File: config.mk
export PLATFORM = sky130hd
export DESIGN_NAME = pc_sequencer_flat
export DESIGN_NICKNAME = d
export VERILOG_FILES = /design/src/rtl/pc_sequencer_pkg.sv /design/src/rtl/pc_sequencer_if.sv /design/src/rtl/pc_target_arbiter.sv /design/src/rtl/pc_sequencer.sv /design/src/flat_wrapper.sv
export SDC_FILE = /design/constraint.sdc
export NUM_CORES = 1
export LEC_CHECK = 0
export CAP_MARGIN = 20
export CORE_ASPECT_RATIO = 1.4
export CORE_MARGIN = 5
export CORE_UTILIZATION = 44
export DETAILED_ROUTE_END_ITERATION = 10
export PLACE_DENSITY_LB_ADDON = 0.15
export RECOVER_POWER = 100
export SLEW_MARGIN = 40
export SYNTH_ARGS = -nofsm -noshare
export SYNTH_HDL_FRONTEND = slang
export SYNTH_SLANG_ARGS = --single-unit
File: constraint.sdc
create_clock -name clk -period 4.2 [get_ports clk]
set_input_delay 1.05 -clock clk [delete_from_list [all_inputs] [get_ports clk]]
set_output_delay 1.05 -clock clk [all_outputs]
set_load 0.005 [all_outputs]
File: src/rtl/pc_sequencer_pkg.sv
// pc_sequencer_pkg: shared definitions for the fetch-PC sequencer.
//   XLEN_DEFAULT         - default address width
//   RESET_VECTOR_DEFAULT - default PC loaded on reset
//   seq_state_e          - sequencer state encoding (BOOT/RUN/HALT)
//   redir_src_e          - redirect source encoding, used for debug/trace
package pc_sequencer_pkg;

  localparam int XLEN_DEFAULT = 32;
  localparam logic [31:0] RESET_VECTOR_DEFAULT = 32'h0000_0000;

  typedef enum logic [1:0] {
    ST_BOOT = 2'd0,
    ST_RUN  = 2'd1,
    ST_HALT = 2'd2
  } seq_state_e;

  typedef enum logic [2:0] {
    SRC_NONE   = 3'd0,
    SRC_TRAP   = 3'd1,
    SRC_MRET   = 3'd2,
    SRC_JUMP   = 3'd3,
    SRC_BRANCH = 3'd4
  } redir_src_e;

endpackage

File: src/rtl/pc_sequencer_if.sv
// pc_sequencer_if: fetch handshake between the PC sequencer and the IF stage.
//   pc_valid    - pc is a valid fetch address (sequencer -> IF)
//   pc          - current fetch PC (sequencer -> IF)
//   fetch_ready - IF accepts pc this cycle (IF -> sequencer)
// master = sequencer side, slave = IF stage side.
interface pc_sequencer_if
  import pc_sequencer_pkg::*;
#(
  parameter int XLEN = XLEN_DEFAULT
) ();

  logic            pc_valid;
  logic [XLEN-1:0] pc;
  logic            fetch_ready;

  modport master (
    output pc_valid,
    output pc,
    input  fetch_ready
  );

  modport slave (
    input  pc_valid,
    input  pc,
    output fetch_ready
  );

endinterface

File: src/rtl/pc_target_arbiter.sv
// pc_target_arbiter: combinational redirect arbitration.
// Picks the highest-priority redirect (trap > mret > jump > branch),
// computes its target and flags jump/branch targets that break
// instruction alignment.
//   inputs : trap/mret/jump/branch requests and their address operands
//   sel        - winning redirect source (SRC_NONE if no request)
//   target     - target address of the winning source
//   misaligned - winning jump/branch target is not aligned
module pc_target_arbiter
  import pc_sequencer_pkg::*;
#(
  parameter int XLEN   = XLEN_DEFAULT,
  parameter int IALIGN = 32
) (
  input  logic            trapped,
  input  logic [XLEN-1:0] trap_target,
  input  logic            trap_return,
  input  logic [XLEN-1:0] epc,
  input  logic            jump,
  input  logic [XLEN-1:0] jump_target,
  input  logic            branch_taken,
  input  logic [XLEN-1:0] branch_base,
  input  logic [XLEN-1:0] branch_offset,
  output redir_src_e      sel,
  output logic [XLEN-1:0] target,
  output logic            misaligned
);

  // Ones in the address bits that must be zero for an aligned fetch.
  localparam logic [XLEN-1:0] LOW_BITS = (IALIGN == 16) ? XLEN'(1) : XLEN'(3);

  logic [XLEN-1:0] branch_sum;

  // Carry out of the branch add is discarded: targets wrap modulo 2^XLEN.
  assign branch_sum = branch_base + branch_offset;

  always_comb begin
    sel        = SRC_NONE;
    target     = '0;
    misaligned = 1'b0;
    if (trapped) begin
      sel    = SRC_TRAP;
      target = trap_target & ~LOW_BITS;
    end else if (trap_return) begin
      sel    = SRC_MRET;
      target = epc & ~LOW_BITS;
    end else if (jump) begin
      sel        = SRC_JUMP;
      target     = jump_target;
      misaligned = (jump_target & LOW_BITS) != '0;
    end else if (branch_taken) begin
      sel        = SRC_BRANCH;
      target     = branch_sum;
      misaligned = (branch_sum & LOW_BITS) != '0;
    end
  end

endmodule

File: src/rtl/pc_sequencer.sv
// pc_sequencer: registered next-PC unit.
// Owns the fetch PC, offers it to IF over a valid/ready handshake, applies
// prioritised redirects, reports misaligned redirect targets and supports
// a halt (WFI) state with wake-up.
//   clk, reset_n      - clock, synchronous active-low reset
//   fetch             - fetch handshake (pc_valid, pc out; fetch_ready in)
//   trapped/trap_target, trap_return/epc, jump/jump_target,
//   branch_taken/branch_base/branch_offset - redirect requests
//   halt_req, wake    - WFI retired / pending enabled interrupt
//   redirect          - pulse: redirect accepted, flush IF/ID
//   misaligned        - pulse: redirect target misaligned
//   misaligned_addr   - last misaligned target, held until the next one
//
// state | meaning
// BOOT  | first cycle after reset, pc not yet valid, inputs ignored
// RUN   | offering pc to IF, advancing on handshake, taking redirects
// HALT  | WFI: pc not offered, waiting for wake or a redirect
module pc_sequencer
  import pc_sequencer_pkg::*;
#(
  parameter int              XLEN         = XLEN_DEFAULT,
  parameter logic [XLEN-1:0] RESET_VECTOR = XLEN'(RESET_VECTOR_DEFAULT),
  parameter int              IALIGN       = 32,
  parameter int              STEP         = 4
) (
  input  logic                  clk,
  input  logic                  reset_n,
  pc_sequencer_if.master        fetch,
  input  logic                  trapped,
  input  logic [XLEN-1:0]       trap_target,
  input  logic                  trap_return,
  input  logic [XLEN-1:0]       epc,
  input  logic                  jump,
  input  logic [XLEN-1:0]       jump_target,
  input  logic                  branch_taken,
  input  logic [XLEN-1:0]       branch_base,
  input  logic [XLEN-1:0]       branch_offset,
  input  logic                  halt_req,
  input  logic                  wake,
  output logic                  redirect,
  output logic                  misaligned,
  output logic [XLEN-1:0]       misaligned_addr
);

  localparam logic [1:0] S_BOOT = 2'(ST_BOOT);
  localparam logic [1:0] S_RUN  = 2'(ST_RUN);
  localparam logic [1:0] S_HALT = 2'(ST_HALT);

  logic [1:0]      state_q;
  logic [XLEN-1:0] pc_q;
  logic            valid_q;
  logic            redirect_q;
  logic            mis_q;
  logic [XLEN-1:0] maddr_q;

  redir_src_e      arb_sel;
  logic [XLEN-1:0] arb_target;
  logic            arb_mis;
  logic            take_redirect;

  pc_target_arbiter #(
    .XLEN   (XLEN),
    .IALIGN (IALIGN)
  ) u_arbiter (
    .trapped       (trapped),
    .trap_target   (trap_target),
    .trap_return   (trap_return),
    .epc           (epc),
    .jump          (jump),
    .jump_target   (jump_target),
    .branch_taken  (branch_taken),
    .branch_base   (branch_base),
    .branch_offset (branch_offset),
    .sel           (arb_sel),
    .target        (arb_target),
    .misaligned    (arb_mis)
  );

  assign take_redirect = (arb_sel != SRC_NONE) && !arb_mis;

  always_ff @(posedge clk) begin
    if (!reset_n) begin
      state_q    <= S_BOOT;
      pc_q       <= RESET_VECTOR;
      valid_q    <= 1'b0;
      redirect_q <= 1'b0;
      mis_q      <= 1'b0;
      maddr_q    <= '0;
    end else begin
      redirect_q <= 1'b0;
      mis_q      <= 1'b0;
      case (state_q)
        S_BOOT: begin
          state_q <= S_RUN;
          valid_q <= 1'b1;
        end
        S_RUN, S_HALT: begin
          if (take_redirect) begin
            // Overrides a stalled pc: the unaccepted address is dropped.
            pc_q       <= arb_target;
            state_q    <= S_RUN;
            valid_q    <= 1'b1;
            redirect_q <= 1'b1;
          end else if (arb_mis) begin
            // Rejected redirect freezes the sequencer for this cycle;
            // the exception itself is raised upstream.
            mis_q   <= 1'b1;
            maddr_q <= arb_target;
          end else if (state_q == S_RUN) begin
            if (valid_q && fetch.fetch_ready) begin
              pc_q <= pc_q + XLEN'(STEP);
            end
            if (halt_req) begin
              state_q <= S_HALT;
              valid_q <= 1'b0;
            end
          end else if (wake) begin
            state_q <= S_RUN;
            valid_q <= 1'b1;
          end
        end
        default: begin
          state_q <= S_BOOT;
          valid_q <= 1'b0;
        end
      endcase
    end
  end

  assign fetch.pc        = pc_q;
  assign fetch.pc_valid  = valid_q;
  assign redirect        = redirect_q;
  assign misaligned      = mis_q;
  assign misaligned_addr = maddr_q;

endmodule
File: src/flat_wrapper.sv
// flat-port wrapper written by rule: the top's interface ports become plain ports
module pc_sequencer_flat import pc_sequencer_pkg::*;
#(
  parameter int              XLEN         = XLEN_DEFAULT,
  parameter logic [XLEN-1:0] RESET_VECTOR = XLEN'(RESET_VECTOR_DEFAULT),
  parameter int              IALIGN       = 32,
  parameter int              STEP         = 4
)
  (clk, reset_n, trapped, trap_target, trap_return, epc, jump, jump_target, branch_taken, branch_base, branch_offset, halt_req, wake, redirect, misaligned, misaligned_addr, fetch_pc_valid, fetch_pc, fetch_fetch_ready);
  pc_sequencer_if #(.XLEN(XLEN)) fetch_i ();
  input  logic clk;
  input  logic reset_n;
  input  logic trapped;
  input  logic [XLEN-1:0] trap_target;
  input  logic trap_return;
  input  logic [XLEN-1:0] epc;
  input  logic jump;
  input  logic [XLEN-1:0] jump_target;
  input  logic branch_taken;
  input  logic [XLEN-1:0] branch_base;
  input  logic [XLEN-1:0] branch_offset;
  input  logic halt_req;
  input  logic wake;
  output logic redirect;
  output logic misaligned;
  output logic [XLEN-1:0] misaligned_addr;
  output wire logic [$bits(fetch_i.pc_valid)-1:0] fetch_pc_valid;
  output wire logic [$bits(fetch_i.pc)-1:0] fetch_pc;
  input wire logic [$bits(fetch_i.fetch_ready)-1:0] fetch_fetch_ready;
  assign fetch_pc_valid = fetch_i.pc_valid;
  assign fetch_pc = fetch_i.pc;
  assign fetch_i.fetch_ready = fetch_fetch_ready;
  pc_sequencer #(.XLEN(XLEN), .RESET_VECTOR(RESET_VECTOR), .IALIGN(IALIGN), .STEP(STEP)) u_core (.clk(clk), .reset_n(reset_n), .fetch(fetch_i), .trapped(trapped), .trap_target(trap_target), .trap_return(trap_return), .epc(epc), .jump(jump), .jump_target(jump_target), .branch_taken(branch_taken), .branch_base(branch_base), .branch_offset(branch_offset), .halt_req(halt_req), .wake(wake), .redirect(redirect), .misaligned(misaligned), .misaligned_addr(misaligned_addr));
endmodule
==> Yosys cells after proc, flatten, opt, wreduce, memory -nomap -nowiden <==
Cells that the tools add are included.
{ "op_classes": {"add_sub_neg": 2, "n_eq_ne": 6, "n_mux": 30, "n_bitwise": 3, "n_reduce_logical": 15} }
{ "op_table": {"columns": ["operator", "count"], "rows": [
  ["two-way mux 32 bit", 8],
  ["nonzero test 32 bit", 2],
  ["adder 32 x 3 -> 32 bit, second input constant", 1],
  ["adder 32 bit", 1],
  ["two-way mux 3 bit", 4],
  ["two-way mux 1 bit", 11],
  ["two-way mux 2 bit", 5],
  ["AND reduction 3 bit", 2],
  ["!= test 4 x 2 -> 1 bit, second input constant", 1],
  ["!= test 4 x 3 -> 1 bit, second input constant", 1],
  ["one-hot mux 2 bit (2 select lines)", 1],
  ["AND reduction 4 bit", 1],
  ["nonzero test 2 bit", 2],
  ["!= test 3 bit, second input constant", 1],
  ["inverter 1 bit", 3],
  ["nonzero test 3 bit", 1],
  ["OR reduction 3 bit", 1],
  ["equality test 2 x 1 -> 1 bit, second input constant", 1],
  ["equality test 2 bit, second input constant", 1],
  ["logical AND 1 bit", 2],
  ["zero test 2 bit", 1],
  ["!= test 2 bit, second input constant", 1],
  ["one-hot mux 1 bit (2 select lines)", 1],
  ["AND reduction 2 bit", 1],
  ["2 further kinds", 2]
]} }
{ "word_totals": {"register_bits": 69, "inputBits": 169, "output_inout_bits": 67} }

==> Depth between registers and ports, before layout <==
{ "depth": {"ltp_word": 10, "mapped_depth": 10, "depth_no_buf": 10} }

==> Modules after synthesis <==
From an unflattened synthesis, not the netlist that was laid out.
{ "hier_totals": {"cells_unflattened": 854, "area_unflattened_um2": 6179.7} }
{ "modules_own_cells": {"columns": ["module", "instances", "cells_each", "area_per_inst_um2"], "rows": [
  ["pc_sequencer", 1, 464, 3652.3],
  ["pc_target_arbiter", 1, 390, 2527.4]
]} }

==> Least setup slack after synthesis <==
No wires, ideal clock.
{ "synth_path": {"path_type": "input to register", "startpoint": "in branch_base[0]", "endpoint": "reg u_core.pc_q[20] (netlist: u_core.fetch.pc[20])", "arrival_ps": 3414, "setup_slack_ps": 716, "path_stages": 10, "n_path_buf": 0, "path_cell_list": "ha_1 > fa_1 > a21oi_1 > o21ai_1 > a2111oi_0 > o21ai_2 > xor2_1 > a221oi_1 > or4_1 > a21oi_1"} }
{ "synth_between": {"elab_chain_len": 10, "elab_cells_between_ends": 17, "classes_between": "add/sub (1); eq/ne (1); mux (9); reduce/logical (6)"} }
{ "synth_lines": {"columns": ["element", "line", "source"], "rows": [
  ["start, declared", "flat_wrapper.sv:20", "input logic [XLEN-1:0] branch_base;"],
  ["adder 32 bit (*)", "pc_target_arbiter.sv:35", "assign branch_sum = branch_base + branch_offset;"],
  ["nonzero test 32 bit", "pc_target_arbiter.sv:54", "misaligned = (branch_sum & LOW_BITS) != '0;"],
  ["two-way mux 1 bit", "pc_target_arbiter.sv:51", "end else if (branch_taken) begin"],
  ["two-way mux 1 bit", "pc_target_arbiter.sv:47", "end else if (jump) begin"],
  ["two-way mux 1 bit", "pc_target_arbiter.sv:44", "end else if (trap_return) begin"],
  ["two-way mux 1 bit", "pc_target_arbiter.sv:41", "if (trapped) begin"],
  ["zero test 1 bit", "pc_sequencer.sv:79", "assign take_redirect = (arb_sel != SRC_NONE) && !arb_mis;"],
  ["logical AND 1 bit", "pc_sequencer.sv:79", null],
  ["!= test 2 bit (no line) or nonzero test 2 bit (tied branches)", null, null],
  ["AND reduction 4 bit (no line)", null, null],
  ["end signal, assigned", "pc_sequencer.sv:100", "pc_q <= arb_target;"],
  ["end signal, assigned", "pc_sequencer.sv:111", "pc_q <= pc_q + XLEN'(STEP);"],
  ["end, declared", "pc_sequencer.sv:50", "logic [XLEN-1:0] pc_q;"]
]} }
Mark *: on every way between the ends. The rest lies on a longest branch, timed or not.
A chain may end at the register's enable or synchronous reset.

==> Worst setup path after layout <==
{ "layout_path": {"startpoint": "in branch_base[0]", "endpoint": "reg u_core.pc_q[12] (netlist: u_core.fetch.pc[12])"} }
Same word-level chain as after synthesis.

==> results.toml <==
[timing]
finalSetupViolCount = 0
hold_slack_ps = 452.0
slew_violations = 0
period_minus_slack_ps = 3914
rsz0062_at_grt = "no"
hold_violations = 0
skew_ps = 2.528
tightest_slew_ps = 699.1
max_freq_mhz = 255.5
finalSetupTns_ps = 0
finalCritPeriodShare_pct = 93.19
maxSlewHeadroom_pct = 53.37

[cells_and_area]
layout_common_cells = "163 x clkdlybuf4s50_1, 77 x o21ai_0, 73 x a21oi_1"
areaGrowthSynthToFinish_pct = 48.52
diodes = 0
final_common_cell = "clkdlybuf4s50_1"
drive_above_1_share_pct = 4.396
fin_nets = 1203

[logic_synthesis]
ys_types = 68
syn_inst = 774
ys_warn_count = 0
synth_edf_count = 0
yosysSeqAreaShare_pct = 24.00
avgSynthCellArea_sq_um = 7.329
ys_async_sr_fraction_pct = 0
syn_area_sq_mm = 0.005673
ys_ff_latch = 68
yosys_most_used_dff = "dfxtp_1"
synth_nets = 980

[clocking]
clock_latency_ps = 330
clk_pin_slew_ps = 50
cts_buffers = 9
cts_max_path_buffers = 2
cts_tree = "done"
numClockSinks = 68
cts_root_buffer = "clkbuf_16"
cts_htree_levels = 3
cts_resized = 0
hold_buffers = 0
post_cts_buffers = 0

[floorplanning]
dieArea_sq_mm = 0.01530
ios = 236
die_h_um = 144.4
num_rows = 49
initial_core_util_pct = 44.49
die_x_um = 106.0
coreArea_sq_mm = 0.01275

[route]
drc_errors = 0
first_pass_iters = 7
drt_iter0_markers = 367
viasPerCell = 6.019
drt-total-wl_mm = 22.31
ant_nets = 0
vias = 6946
wl_per_cell_um = 19.34

[grt]
gr-total-overflow = 0
grt_antenna_before_repair = 0
grt.total_usage_pct = 28.17
grt_pass1_wl_mm = 33.80
met3_usage_pct = 5.002
grt_max_degree = 51
grt_pass1_vias = 6474
grt-busiest-layer = "met2"
grt_util_met2_pct = 50.17
use_met1_pct = 33.44

[setup_path]
crit_chain = "clkdlybuf4s50_1 -> ha_1 -> fa_1 -> a21oi_1 -> o21ai_0 -> a211oi_2 -> clkbuf_1 -> o21ai_0 -> or3_1 -> a32oi_1 -> o21ai_0 -> o22ai_1"
max_stage_delay_ps = 410
critPathMaxFanout = 4
startpoint = "branch_base[0]"
rrSetupSlack_ps = 1560
required_ps = 4450
startpoint_type = "input port"
worstReg2RegStart = "u_core.fetch.pc[8]"
path_class = "input port to register"
slowest_stage = "clkdlybuf4s50_1"
cp.arrival_ps = 4170
path_common_cell = "o21ai_0"
end_kind = "register"

[power_and_ir_drop]
power.switching_mw = 0.7514
power_density_mw_per_mm2 = 272.5
p_leak_nw = 3.344
p_clk_share_pct = 29.9
pwr-share-comb_pct = 37.3
pwr-share-seq_pct = 32.7
ir_drop_uv = 211.7
p_int_mw = 1.545
p_sw_share_pct = 32.73

[min_path]
min_path_type = "register to register"
hp-start = "u_core.misaligned_addr[6]"

[job]
cap_violations = 0

[placement]
dp_hpwl_mm = 17.84
gp_congestion = 0.9231
place.port_buffers = 231

[run_status]
status = "finished, final reports clean"
-- sequential cells by signal (all words and copies together) (netlist names) --
name                    cells
u_core.redirect             1
u_core.misaligned_addr     32
u_core.state_q              2
u_core.fetch.pc            32
u_core.misaligned           1
-- critical path: cells and delay by family --
family          cells  cell delay (ps)
compound gates      7             1540
fa+ha+maj           2              650
buf+inv             2              590
simple gates        1              320
-- through the flow --
step	power [mW]	setup WS, ps	std cells	area (sq um)	utilization, %
detailed placement	1.637	81.56	1139	8224	64.49
CTS	2.324	422.2	1154	8494	66.61
finish	2.296	286.2	1154	8426	66.07
global route	2.408	94.22	1154	8426	66.07
global placement	1.629	135.5	1139	8224	64.49
floorplan	1.205	715.5	774	5673	-
-- layout make-up --
type                            count  area [sq um]
Timing Repair Buffer              261          2490
Clock inverter                      2         10.01
Multi-Input combinational cell    637          4038
Clock buffer                       13         260.3
Inverter                           20         75.07
Sequential cell                    68          1361
Tap cell                          153         191.4
Fill cell                        1194          4327
-- power by group through the flow --
stage	sequential (mW)	clock, mW	combinational, mW
global placement	0.764	0	0.865
detailed placement	0.765	0	0.872
CTS	0.752	0.692	0.880
floorplan	0.757	0	0.447
finish	0.752	0.687	0.857
global route	0.760	0.717	0.931
-- Yosys cell counts, drive strengths merged (3+ instances only) --
master | count | area share [%]
o21a | 14 | 1.9
a221o | 6 | 1.1
a31oi | 13 | 1.4
nor2b | 3 | 0.33
mux2i | 5 | 0.88
xnor2 | 25 | 3.9
ha | 36 | 7.9
o221ai | 5 | 0.77
nor2 | 69 | 4.6
nand3 | 36 | 3.2
and2 | 8 | 0.88
o2111ai | 5 | 0.77
o22ai | 8 | 0.88
xor2 | 14 | 2.2
nor3 | 17 | 1.5
a221oi | 17 | 2.8
a211oi | 20 | 2.9
nand4 | 17 | 2.0
o311ai | 3 | 0.46
o211ai | 9 | 1.3
inv | 19 | 1.3
dfxtp | 68 | 24
nand2 | 72 | 4.8
o21ai | 78 | 6.9
buf | 7 | 0.57
a21oi | 73 | 6.4
clkbuf | 42 | 2.8
a21o | 9 | 1.2
nand2b | 4 | 0.44
or3 | 5 | 0.55
a32oi | 3 | 0.46
nor4 | 8 | 0.99
o31ai | 7 | 0.93
and3 | 13 | 1.4
-- layer usage --
layer | wire length (um) | part of all wire, %
met5 | 0 | 0
met2 | 11270 | 50
met4 | 817 | 3.7
met3 | 1555 | 7.0
met1 | 8673 | 39
-- kinds of logic after synthesis --
kind of cell             Yosys count  synth area share [%]
AND/OR/NAND/NOR                  261                 21.88
multiplexers                       5                0.8823
flip-flops                        68                 24.00
buffers and inverters             69                 4.676
adder cells (fa/ha/maj)           37                 8.293
AO/OA/AOI/OAI                    295                 34.25
XOR/XNOR                          39                 6.021
-- path summary, 6_finish.rpt --
check	endpoint	depth (start not counted)
max reg2reg	u_core.fetch.pc[31]	8
min reg2reg	u_core.misaligned_addr[6]	2
max	u_core.fetch.pc[12]	12
min	u_core.misaligned_addr[6]	2
No activity file was read; power rests on OpenSTA's default activity.
